**config.mk**
```make
export PLATFORM = sky130hd
export DESIGN_NAME = seg_scan_arbiter
export DESIGN_NICKNAME = d
export VERILOG_FILES = /design/src/rtl/seg_scan_arbiter.sv
export SDC_FILE = /design/constraint.sdc
export NUM_CORES = 1
export LEC_CHECK = 0
export CELL_PAD_IN_SITES_DETAIL_PLACEMENT = 1
export CELL_PAD_IN_SITES_GLOBAL_PLACEMENT = 2
export CORE_MARGIN = 1
export CORE_UTILIZATION = 40
export DETAILED_ROUTE_END_ITERATION = 8
export GPL_TIMING_DRIVEN = 0
export PLACE_DENSITY = 0.87
export REMOVE_ABC_BUFFERS = 1
export SETUP_SLACK_MARGIN = 0.2
export SLEW_MARGIN = 15
export SYNTH_ARGS = -nofsm -noshare
export SYNTH_HDL_FRONTEND = slang
export SYNTH_SLANG_ARGS = --single-unit
```
**constraint.sdc**
```tcl
create_clock -name mclk -period 6.6 [get_ports mclk]
set_input_delay 1.32 -clock mclk [delete_from_list [all_inputs] [get_ports mclk]]
set_output_delay 1.32 -clock mclk [all_outputs]
set_load 0.03 [all_outputs]
```
**src/rtl/seg_scan_arbiter.sv**
```systemverilog
// Eight-digit multiplexed 7-segment scanner with a two-port round-robin
// write arbiter in front of the digit store.
module seg_scan_arbiter #(
  parameter int unsigned SCAN_DIV  = 1000,
  parameter int unsigned BLANK_CYC = 16
) (
  input  logic       mclk,
  input  logic       rst,
  input  logic       wr0_valid,
  input  logic [2:0] wr0_addr,
  input  logic [4:0] wr0_data,
  output logic       wr0_ready,
  input  logic       wr1_valid,
  input  logic [2:0] wr1_addr,
  input  logic [4:0] wr1_data,
  output logic       wr1_ready,
  input  logic [7:0] digit_en,
  output logic [7:0] seg_com,
  output logic [7:0] seg_data,
  output logic       frame_tick
);

  localparam int unsigned PW = (SCAN_DIV > 2) ? $clog2(SCAN_DIV) : 1;
  localparam logic [PW-1:0] LAST_P  = PW'(SCAN_DIV - 1);
  localparam logic [PW-1:0] BLANK_P = PW'(BLANK_CYC);

  localparam logic ST_BLANK = 1'b0;
  localparam logic ST_DRIVE = 1'b1;

  logic [PW-1:0] pcnt;
  logic [2:0]    idx;
  logic [4:0]    store [8];
  logic          prio;   // 1 = port 1 wins a tie
  logic          state;
  logic          wrap;
  logic          wr_en;
  logic [2:0]    wr_addr;
  logic [4:0]    wr_data;
  logic [4:0]    cur;

  function automatic logic [6:0] seg7(input logic [3:0] h);
    logic [6:0] s;
    unique case (h)
      4'h0: s = 7'h3F;
      4'h1: s = 7'h06;
      4'h2: s = 7'h5B;
      4'h3: s = 7'h4F;
      4'h4: s = 7'h66;
      4'h5: s = 7'h6D;
      4'h6: s = 7'h7D;
      4'h7: s = 7'h07;
      4'h8: s = 7'h7F;
      4'h9: s = 7'h6F;
      4'hA: s = 7'h77;
      4'hB: s = 7'h7C;
      4'hC: s = 7'h39;
      4'hD: s = 7'h5E;
      4'hE: s = 7'h79;
      default: s = 7'h71;
    endcase
    return s;
  endfunction

  // Grants are gated by rst so nothing is acknowledged while held in reset.
  always_comb begin
    wr0_ready = rst & wr0_valid & (~wr1_valid | ~prio);
    wr1_ready = rst & wr1_valid & (~wr0_valid | prio);
    wr_en     = wr0_ready | wr1_ready;
    wr_addr   = wr1_ready ? wr1_addr : wr0_addr;
    wr_data   = wr1_ready ? wr1_data : wr0_data;
  end

  always_comb begin
    wrap  = (pcnt == LAST_P);
    state = (pcnt < BLANK_P) ? ST_BLANK : ST_DRIVE;
    cur   = store[idx];
  end

  always_ff @(posedge mclk or negedge rst) begin
    if (!rst) begin
      for (int unsigned i = 0; i < 8; i++) store[i] <= '0;
      prio <= 1'b0;
    end else if (wr_en) begin
      store[wr_addr] <= wr_data;
      prio           <= ~wr1_ready;
    end
  end

  always_ff @(posedge mclk or negedge rst) begin
    if (!rst) begin
      pcnt       <= '0;
      idx        <= '0;
      frame_tick <= 1'b0;
    end else begin
      pcnt       <= wrap ? '0 : pcnt + 1'b1;
      idx        <= idx + {2'b00, wrap};
      frame_tick <= wrap && (idx == 3'd7);
    end
  end

  always_ff @(posedge mclk or negedge rst) begin
    if (!rst) begin
      seg_com  <= '1;
      seg_data <= '0;
    end else if (state == ST_DRIVE && digit_en[idx]) begin
      seg_com  <= ~(8'd1 << idx);
      seg_data <= {cur[4], seg7(cur[3:0])};
    end else begin
      seg_com  <= '1;
      seg_data <= '0;
    end
  end

endmodule

```
### Word-level counts from Yosys, hierarchy flattened

Memories as Yosys holds them, arrays and structs flattened.
Cells that the tools add are included.

* register bits after elaboration: 71
* ROM bits: 112
* input port bits: 28
* output and inout bits: 19
* word-level logic and storage cells: 56
* memories: 1

* add/subtract/negate cells: 2
* magnitude comparators: 5
* eq/ne operators: 2
* shift operators: 1
* multiplexer cells: 14
* bitwise logic cells: 14
* reductions and logical operators: 3

Memory list
* (no name shown): words 16, bits a word 7, rd ports 1, clocked after memory_dff 0, wr ports 0, RTL line 43 `unique case (h)`

Operators with widths (number)
* $bwmux 40: 1
* $mux 5: 4
* $mux 8: 2
* $bmux 5 s3: 1
* $demux 5 s3: 1
* $add 10x1->10 const B: 1
* $eq 10x10->1 const B: 1
* $lt 10x5->1 const B: 1
* $mux 10: 1
* $ge 4x4->1 const B: 2
* $not 3->4: 2
* $not 8->8: 1
* $shl 1x3->8 const A: 1
* $and 1x1->1: 4
* $lt 3x4->1 const B: 1
* $lt 4x1->1 const B: 1
* $not 1->1: 4
* $add 3x1->3: 1
* $bmux 1 s3: 1
* $eq 3x3->1 const B: 1
* $logic_and 1x1->1: 3
* $mux 3: 1
* $or 1x1->1: 3
* $mux 1: 2

### Depth between registers and ports, before layout

* depth in word-level cells: 10
* gate-level depth with buffers: 9
* gate-level depth less buffers: 7

### Least setup slack after synthesis

No wires, ideal clock.

* path kind: in2out
* start point: input port rst
* end point: output port wr0_ready
* data arrival time: 1889 ps
* required time: 5280 ps
* path slack: 3391 ps
* stages: 2
* path buffers: 1
* cells stage by stage: clkbuf_1 > and3_1

* longest elaborated chain between the ends: 2

RTL lines
* start: declaration: RTL line 8 `input logic rst,`
* $and 1x1->1 (2 in series): RTL line 66 `wr0_ready = rst & wr0_valid & (~wr1_valid | ~prio);`
* end: declaration: RTL line 12 `output logic wr0_ready,`

Every way passes these cells.

### Worst setup path in the final report

* start point: input port rst
* end point: output port wr1_ready

* longest elaborated chain between the ends: 2

RTL lines
* $and 1x1->1 (2 in series): RTL line 67 `wr1_ready = rst & wr1_valid & (~wr0_valid | prio);`
* end: declaration: RTL line 16 `output logic wr1_ready,`

Every way passes these cells.

==> out/results.tsv <==
stage	metric	value	unit
route	Starting DRT DRC Count	60	
final_layout	Final Non-Filler Cells	438	
clock_network	htree depth	3	
timing	Peak Freq	0.214	GHz
power	Worst VDD drop	114	uV
final_layout	area occupied by registers	1790	um^2
route	1st-pass router iterations	4	
worst_setup_path	Setup crit start	rst	
floorplan	width of the die	94.6	um
final_layout	post-route cell area	4190	um^2
worst_hold_path	Hold Path Class	reg2reg	
timing	worst slew pin tran	1040	ps
timing	setup violators final	0	
logic_synthesis	syn avg cell area	12.3	um^2
logic_synthesis	top cells by area, synth	dfrtp_1 46%, mux2_1 11%, dfstp_2 6.1%	
final_layout	fill cell count	890	
flow_run	Max-Cap Viols	0	
clock_network	CTS Buffer Depth	2	
clock_network	Post-CTS Setup Inserts	0	
route	DRC Markers	0	
worst_setup_path	crit path kind	in2out	
timing	max-slew violation count	0	
floorplan	Die Y	94.6	um
grt	met1 usage	24.4	%
placed_design	HPWL Detailed	5.24	mm
logic_synthesis	Syn Inst Count	278	
timing	Period minus WS final	4680	ps
placed_design	Setup WS pre-CTS	1850	ps
placed_design	PortBufs	46	
route	vias	2339	
worst_setup_path	Startpoint Class	primary input	
route	Total Wirelength	7.30	mm
grt	busiest metal layer after global routing	met2	
logic_synthesis	Post-Syn Area	3430	um^2
logic_synthesis	Yosys top cell area share	46.0	%
power	Pwr Total	0.00124	W
worst_setup_path	crit end category	output pin	
timing	skew final	11.9	ps
final_layout	Diodes inserted	0	
logic_synthesis	ys async rst share	100	%
logic_synthesis	post-synthesis sequential area ratio	52.1	%
final_layout	NumNets Final	365	
worst_setup_path	Crit Path Max Fanout	59	
logic_synthesis	Post-synth EDFFs	0	
clock_network	CTS hold repair buffers	0	
clock_network	worst skew pair latency	340	ps
grt	GRT met2 Usage	30.8	%
logic_synthesis	flip-flop and latch count after synthesis	71	
final_layout	layout cells sized above 1	15.3	%
floorplan	Initial Util	41.5	%
grt	initial antenna violation count	0	
final_layout	multi-input logic area	1560	um^2
clock_network	CTS sink count	71	
grt	overall routing resource usage	18.7	%
logic_synthesis	Cell variety after synth	47	
floorplan	core area	8260	um^2
worst_setup_path	R2R Path Start	idx[0]$_DFF_PN0_	
floorplan	number of core rows	33	
grt	largest net degree at the start of global routing	60	
timing	Max-slew headroom	30.7	%
clock_network	root buffer cell	clkbuf_8	
logic_synthesis	count leader, synth	dfrtp_1	
placed_design	placer congestion estimate	0.731	
timing	Worst Setup Slack, final	1920	ps
clock_network	CTS tree	done	
grt	vias in the first global route	2477	
clock_network	cts repair resizes	0	
clock_network	Clock transition at path regs	80	ps
worst_hold_path	hold_sp	pcnt[0]$_DFF_PN0_	
logic_synthesis	main flop type after synthesis	dfrtp_1	
grt	met3 GRT Util	3.38	%
placed_design	placed cell areas	4000	um^2
logic_synthesis	Yosys Warn Count	0	
worst_setup_path	WP data arrival	3360	ps
route	Avg WL per Cell	16.7	um
clock_network	CTS buffer count	9	
power	pwr/cell area	297	nW/um^2
final_layout	area grow syn2layout	22.2	%
floorplan	IO Pins	47	
timing	period utilisation layout	70.9	%
worst_setup_path	Req. time, crit path	5280	ps
timing	worst hold margin	465	ps
grt	first-pass GRT wire length	12.4	mm
floorplan	full die area	8940	um^2
timing	final hold vios	0	
route	remaining antenna violation count after routing	0	
grt	grt total ovfl	0	
logic_synthesis	Synth top cells by count	63 x dfrtp_1, 35 x nand2_1, 32 x mux2_1, 15 x nor2_1, 12 x nand3_1	
run_status	status	finished clean	
worst_setup_path	r2r setup slk	3560	ps
timing	RSZ-0062 raised after global routing	false	
power	leakage	1.79	nW
placed_design	DP Cell Count	422	
logic_synthesis	Yosys top cell by area	dfrtp_1	
route	Via density	5.34	
critical path, cell delays in order:
cell             delay (ps)
buf_4                   290
buf_16                  300
nand3_1                 390
inv_2                   300
clkdlybuf4s50_1         710
final timing paths:
| check | end | depth (start not counted) |
|---|---|---|
| max in group asynchronous | pcnt[2]$_DFF_PN0_ | 2 |
| min reg2reg | pcnt[0]$_DFF_PN0_ | 1 |
| max reg2reg | seg_data[0]$_DFF_PN0_ | 7 |
| min | pcnt[0]$_DFF_PN0_ | 1 |
| max | wr1_ready | 5 |
| min in group asynchronous | seg_data[2]$_DFF_PN0_ | 1 |
per-stage QoR:
stage               utilization, %  setup TNS (ps)
finish                        50.7               0
global route                  50.7               0
CTS                           50.7               0
detailed placement            48.4               0
global placement              48.1          -19990
floorplan                        -               0
layout make-up:
cell class | count | share of cell area (%)
Clock buffer | 12 | 3.46
Clock inverter | 4 | 1.08
Inverter | 9 | 0.806
Multi-Input combinational cell | 190 | 37.3
Sequential cell | 71 | 42.7
Tap cell | 105 | 3.14
Timing Repair Buffer | 47 | 11.6
where the power goes:
group	switching, W	internal, W	leakage, nW
Combinational	0.000161	0.000157	0.820
Clock	0.000157	0.000183	0.100
Sequential	0.0000469	0.000539	0.867
Total	0.000365	0.000879	1.79
routing by layer:
metal / share of wire (%) / vias to the layer above / wire length (um)
li1: - / 1102 / -
met1: 46 / 1182 / 3340
met3: 3.7 / 9 / 269
met5: 0 / - / 0
met4: 1.2 / 0 / 88
met2: 49 / 46 / 3600
logic make-up after synthesis:
| kind of cell | synth area share, % |
|---|---|
| buf+inv | 2.30 |
| mux | 22.6 |
| simple gates | 11.6 |
| xor+xnor | 2.04 |
| fa+ha+maj | 3.29 |
| compound gates | 6.06 |
| flops | 52.1 |
registers in the layout (all words and copies together) (netlist names):
| name | count |
|---|---|
| seg_data | 8 |
| frame_tick | 1 |
| pcnt | 10 |
| prio | 1 |
| seg_com | 8 |
| store | 40 |
| idx | 3 |
cell usage in the layout, fill, tap and decap left out, types with 4 or more instances in the layout:
cell type | Yosys | final
dfstp_2 | 8 | 8
nor2_1 | 15 | 15
nand3_1 | 12 | 12
nor3_1 | 4 | 4
mux2i_1 | 11 | 11
ha_1 | 9 | 9
o21ai_1 | 4 | 4
nand2_1 | 35 | 35
clkbuf_8 | 0 | 10
and3_1 | 4 | 4
xor2_1 | 5 | 5
mux4_2 | 9 | 9
inv_1 | 6 | 6
clkdlybuf4s50_1 | 0 | 45
dfrtp_1 | 63 | 63
mux2_2 | 9 | 9
mux2_1 | 32 | 32
No activity file was read; power rests on OpenSTA's default activity.
